### src/rtl/wb_arb_pkg.sv
// rtl/wb_arb_pkg.sv - shared types and constants for the two-master wishbone arbiter
package wb_arb_pkg;

  // Arbiter ownership states; encoding is fixed so debug views stay stable.
  typedef enum logic [1:0] {
    IDLE   = 2'd0,
    OWN_M0 = 2'd1,
    OWN_M1 = 2'd2
  } arb_state_t;

  // Index of one of the two masters (0 = instruction fetch, 1 = load/store).
  typedef logic mstr_idx_t;

  // Width of the per-tenure acknowledge counter.
  localparam int BURST_CNT_W = 8;

  // Map a master index onto the state that represents its ownership.
  function automatic arb_state_t own_state(input mstr_idx_t idx);
    return idx ? OWN_M1 : OWN_M0;
  endfunction

endpackage

### src/rtl/wb_arb_rr_pick.sv
// rtl/wb_arb_rr_pick.sv - combinational two-way round-robin picker
module wb_arb_rr_pick
  import wb_arb_pkg::*;
(
  input  logic [1:0] req,
  input  mstr_idx_t  last_grant,
  output logic       valid,
  output mstr_idx_t  grant_idx
);

  // On a tie the master that did not win last time gets the bus; otherwise the lone requester.
  always_comb begin
    valid     = |req;
    grant_idx = 1'b0;
    if (req == 2'b11) begin
      grant_idx = ~last_grant;
    end else if (req[1]) begin
      grant_idx = 1'b1;
    end
  end

endmodule

### src/rtl/wb_arbiter.sv
// rtl/wb_arbiter.sv - two-master one-slave wishbone arbiter with round-robin and burst quota
module wb_arbiter
  import wb_arb_pkg::*;
#(
  parameter int MAX_BURST = 8
) (
  input  logic        clk,
  input  logic        nrst,

  // master 0: instruction fetch
  input  logic        m0_wb_cyc,
  input  logic        m0_wb_stb,
  input  logic        m0_wb_we,
  input  logic [31:0] m0_wb_addr,
  input  logic [1:0]  m0_wb_width,
  input  logic [31:0] m0_wb_data_write,
  output logic [31:0] m0_wb_data_read,
  output logic        m0_wb_ack,

  // master 1: load/store
  input  logic        m1_wb_cyc,
  input  logic        m1_wb_stb,
  input  logic        m1_wb_we,
  input  logic [31:0] m1_wb_addr,
  input  logic [1:0]  m1_wb_width,
  input  logic [31:0] m1_wb_data_write,
  output logic [31:0] m1_wb_data_read,
  output logic        m1_wb_ack,

  // shared slave
  output logic        s_wb_cyc,
  output logic        s_wb_stb,
  output logic        s_wb_we,
  output logic [31:0] s_wb_addr,
  output logic [1:0]  s_wb_width,
  output logic [31:0] s_wb_data_write,
  input  logic [31:0] s_wb_data_read,
  input  logic        s_wb_ack
);

  // Last counter value before the quota trips (counter holds acks already completed).
  localparam logic [BURST_CNT_W-1:0] BURST_LAST = BURST_CNT_W'(MAX_BURST - 1);

  arb_state_t               state, state_nxt;
  mstr_idx_t                last_grant, last_grant_nxt;
  logic [BURST_CNT_W-1:0]   burst_cnt, burst_cnt_nxt;

  logic [1:0]               req;
  logic                     owned;
  mstr_idx_t                owner;
  logic                     owner_cyc;
  logic                     other_req;
  logic                     quota_hit;
  logic                     rearb;
  logic                     pick_valid;
  mstr_idx_t                pick_idx;

  assign req[0] = m0_wb_cyc & m0_wb_stb;
  assign req[1] = m1_wb_cyc & m1_wb_stb;

  // Decode the registered owner and the conditions that end its tenure.
  always_comb begin
    owned     = (state == OWN_M0) || (state == OWN_M1);
    owner     = (state == OWN_M1);
    owner_cyc = owner ? m1_wb_cyc : m0_wb_cyc;
    other_req = owner ? req[0] : req[1];
    // The quota only bites when someone else is waiting; an uncontested owner keeps streaming.
    quota_hit = owned && s_wb_ack && (burst_cnt == BURST_LAST) && other_req;
    // Illegal encodings fall into re-arbitration so the FSM recovers on its own.
    rearb     = !owned || !owner_cyc || quota_hit;
  end

  wb_arb_rr_pick u_pick (
    .req        (req),
    .last_grant (last_grant),
    .valid      (pick_valid),
    .grant_idx  (pick_idx)
  );

  // State, round-robin pointer and burst counter registers.
  always_ff @(posedge clk or negedge nrst) begin
    if (!nrst) begin
      state      <= IDLE;
      last_grant <= 1'b1;
      burst_cnt  <= '0;
    end else begin
      state      <= state_nxt;
      last_grant <= last_grant_nxt;
      burst_cnt  <= burst_cnt_nxt;
    end
  end

  // Next ownership: re-arbitrate on release, otherwise count the owner's acks.
  always_comb begin
    state_nxt      = state;
    last_grant_nxt = last_grant;
    burst_cnt_nxt  = burst_cnt;
    if (rearb) begin
      if (pick_valid) begin
        state_nxt      = own_state(pick_idx);
        last_grant_nxt = pick_idx;
        burst_cnt_nxt  = '0;
      end else begin
        state_nxt      = IDLE;
      end
    end else if (s_wb_ack && (burst_cnt != BURST_LAST)) begin
      burst_cnt_nxt = burst_cnt + 1'b1;
    end
  end

  // Route the registered owner's fields to the slave and the slave response back to the owner only.
  always_comb begin
    s_wb_cyc        = 1'b0;
    s_wb_stb        = 1'b0;
    s_wb_we         = 1'b0;
    s_wb_addr       = '0;
    s_wb_width      = '0;
    s_wb_data_write = '0;
    m0_wb_ack       = 1'b0;
    m0_wb_data_read = '0;
    m1_wb_ack       = 1'b0;
    m1_wb_data_read = '0;
    case (state)
      OWN_M0: begin
        s_wb_cyc        = m0_wb_cyc;
        s_wb_stb        = m0_wb_stb;
        s_wb_we         = m0_wb_we;
        s_wb_addr       = m0_wb_addr;
        s_wb_width      = m0_wb_width;
        s_wb_data_write = m0_wb_data_write;
        m0_wb_ack       = s_wb_ack;
        m0_wb_data_read = s_wb_data_read;
      end
      OWN_M1: begin
        s_wb_cyc        = m1_wb_cyc;
        s_wb_stb        = m1_wb_stb;
        s_wb_we         = m1_wb_we;
        s_wb_addr       = m1_wb_addr;
        s_wb_width      = m1_wb_width;
        s_wb_data_write = m1_wb_data_write;
        m1_wb_ack       = s_wb_ack;
        m1_wb_data_read = s_wb_data_read;
      end
      default: begin
      end
    endcase
  end

endmodule

### config.mk
export PLATFORM = sky130hd
export DESIGN_NAME = wb_arbiter
export DESIGN_NICKNAME = d
export VERILOG_FILES = /design/src/rtl/wb_arb_pkg.sv /design/src/rtl/wb_arb_rr_pick.sv /design/src/rtl/wb_arbiter.sv
export SDC_FILE = /design/constraint.sdc
export NUM_CORES = 1
export LEC_CHECK = 0
export ABC_AREA = 0
export CAP_MARGIN = 20
export CORE_AREA = 2 2 120 122
export DETAILED_ROUTE_END_ITERATION = 6
export DIE_AREA = 0 0 122 124
export HOLD_SLACK_MARGIN = 0.15
export PLACE_DENSITY_LB_ADDON = 0.2
export SYNTH_ARGS = -nofsm -noshare
export SYNTH_HDL_FRONTEND = slang
export SYNTH_SLANG_ARGS = --single-unit
### constraint.sdc
create_clock -name clk -period 2.3 [get_ports clk]
set_input_delay 0.345 -clock clk [delete_from_list [all_inputs] [get_ports clk]]
set_output_delay 0.345 -clock clk [all_outputs]
set_load 0.02 [all_outputs]
==> run metrics <==
run status=finished clean; htree depth=1; CTS tree=done; Max Slew Vio Count=0; largest net degree at the start of global routing=41; vias=3487; Period Utilization, post-route=0.974; slew margin rel.=0.647; initial antenna violation count=1; drt via density=4.43; number of I/O pins=308; CTS sink count=11; Psw=0.00105 W; number of synthesized flops with an enable pin=0; Die Wd=122 µm; Worst Hold Class=in -> async; Final Hold Viols=0; Core Area=0.0137 mm²; pre-CTS setup slack=0.00341 ns; post-synth cell types=34; post-synth top area cell=a22oi_1; routability cong.=0.825; Max VDD drop=0.230 mV; Worst setup SP type=flop; reg2reg setup slack=0.11 ns; Synth area leaders=a22oi_1, and2_1, nor2_1, dfrtp_1, clkbuf_1; Crit Path Max Fanout=28; vias in the first global route=3322; Mapped Avg Cell Area=6.44 µm²; Seq pwr share=0.100; Clock Path Buffers=2; Routed Antenna Nets=0; clock latency at the later pin of the worst-skew pair=0.24 ns; sw frac=0.441; antenna cells=0; power per cell area=431 mW/mm²; per-cell routed wire length=18.5 µm; grt ovf=0; Port Buffers=307; first-pass GRT wire length=19500 µm; Mapped Cells=315; Logic pwr share=0.765; # setup viols final=0; DIE HEIGHT=124 µm; final WL=14500 µm; Clock power frac=0.135; Final Critical Period=about 2.2 ns; clock root buffer=clkbuf_16; drt pass-1 iters=4; post-route setup TNS=0 ns; Post-CTS Hold Buffers=0; Rows=43; Layout fillers=1402; Critical Path Sink Type=primary output; die area=0.0151 mm²; Synth top area share=0.255; most frequent cell after synthesis=nor2_1; Total Power=between 0.002 and 0.0025 W; drt drc=0; Synth Cell Area=0.00203 mm²; commonest cells in the netlist=nor2_1, a22oi_1, and2_1, clkbuf_1, dfrtp_1; Reg clk slew, reported paths=0.04 ns; Synth Register Bits=11; hold slack=0.458 ns; type of the worst setup path=reg -> out; commonest register cell after synthesis=dfrtp_1; Total GRT Usage=0.168; DP HPWL=11300 µm; Ys Warns=0; ys async rst share=1.00; Pleak=3.00 nW; skew final=0.00251 ns; Critical Path RT=1.96 ns; Worst Max-Slew Pin Slew=0.528 ns; RSZ-0062 raised after global routing=no; setup slack after layout=between 0.05 and 0.06 ns; max cap viols=0; layout cells sized above 1=0.0461; fmax=0.446 GHz; 1st-iter DRT viols=between 150 and 200; sequential element share of the synthesized area=0.136; crit path DAT=1.90 ns; P_int=0.00133 W; Area growth syn-to-layout=173%; synthesized net count=approximately 490; initial core utilization=0.148; NumNets Final=roughly 780; Num CTS Buffers=3
[per-layer routing]
| layer | up-vias | wire length [µm] | GRT usage |
|---|---|---|---|
| met3 | 12 | 949 | 0.0275 |
| met2 | 133 | 7990 | 0.322 |
| met4 | 2 | 182 | 0.0402 |
| met5 | - | 13 | 0 |
| li1 | 1708 | - | - |
| met1 | 1632 | 5390 | 0.195 |
[path summary, 6_finish.rpt]
path,from,to,cells past startpoint
setup reg to reg,state[0],burst_cnt[3],8
setup / recovery,state[0],s_wb_data_write[20],6
max in group asynchronous,nrst,last_grant,1
min in group clk,burst_cnt[0],burst_cnt[0],1
hold / removal,nrst,burst_cnt[4],1
hold reg to reg,burst_cnt[0],burst_cnt[0],1
[cell usage in the layout, fill, tap and decap left out, types with 2 or more instances in the layout]
cell type,netlist,final
o221ai_1,3,3
nor2_1,72,71
nor3_1,2,2
a22oi_1,69,69
dlymetal6s2s_1,0,37
or2_1,2,2
inv_1,9,9
nand2_1,6,6
o21ai_1,3,3
ha_4,0,2
buf_12,0,7
clkbuf_16,0,3
bufbuf_16,0,3
o21ai_0,4,4
a21oi_1,2,2
o211ai_1,4,4
buf_4,0,2
clkdlybuf4s15_1,0,9
dfrtp_1,10,10
clkdlybuf4s50_1,0,173
dlygate4sd2_1,0,82
or4_1,4,4
nor2b_1,2,2
clkbuf_2,0,4
nand3_1,6,6
and2_1,67,67
mux2i_1,3,3
[kinds of logic after synthesis]
logic type                 synth area share
DFF                                   0.136
AOI/OAI and AO/OA                     0.330
and+or+nand+nor                       0.420
buffers and inverters                0.0746
muxes                                0.0203
adders and majority gates            0.0185
[cell type report]
type | instances | area, µm² | area share
inverters | 9 | 33.8 | 0.00609
clock inverters | 1 | 5.00 | 0.000903
multi-input cells | 264 | 1630 | 0.294
well taps | 180 | 225 | 0.0406
flip-flops and latches | 11 | 277 | 0.0499
clock buffers | 3 | 75.1 | 0.0135
repair buffers | 319 | 3300 | 0.595
[flip-flops by register name (all words and copies together), names as in the netlist]
signal / flops
last_grant: 1
state: 2
burst_cnt: 8
[worst max-delay path, cell delays in order, from the launching register on]
cell and delay, ns:
dfrtp_1 0.40, inv_1 0.14, ha_4 0.22, bufbuf_16 0.34, a22oi_1 0.11, nor2_1 0.09, dlygate4sd2_1 0.36
[power groups by stage]
| stage | Sequential, W | Clock (W) | Combinational [W] |
|---|---|---|---|
| floorplan | 0.000234 | 0 | 0.000858 |
| detailed placement | 0.000242 | 0 | 0.00189 |
| global route | 0.000241 | 0.000339 | 0.00196 |
| finish | 0.000238 | 0.000322 | 0.00183 |
| CTS | 0.000239 | 0.000330 | 0.00185 |
| global placement | 0.000240 | 0 | 0.00187 |
[what timing repair did]
item	in CTS	in global routing
setup endpoints to repair	130	57
pin swaps	0	1
cloned	3	0
setup buffers	0	1
gates resized for setup	101	53
[metrics by stage]
stage,util,cell area [µm²],std cells
after detailed placement,0.392,5380,779
after CTS,0.397,5450,786
after global placement,0.392,5380,779
after floorplan,-,2030,315
after global routing,0.404,5540,787
final,0.404,5540,787
(Power assumes the default switching activity.)
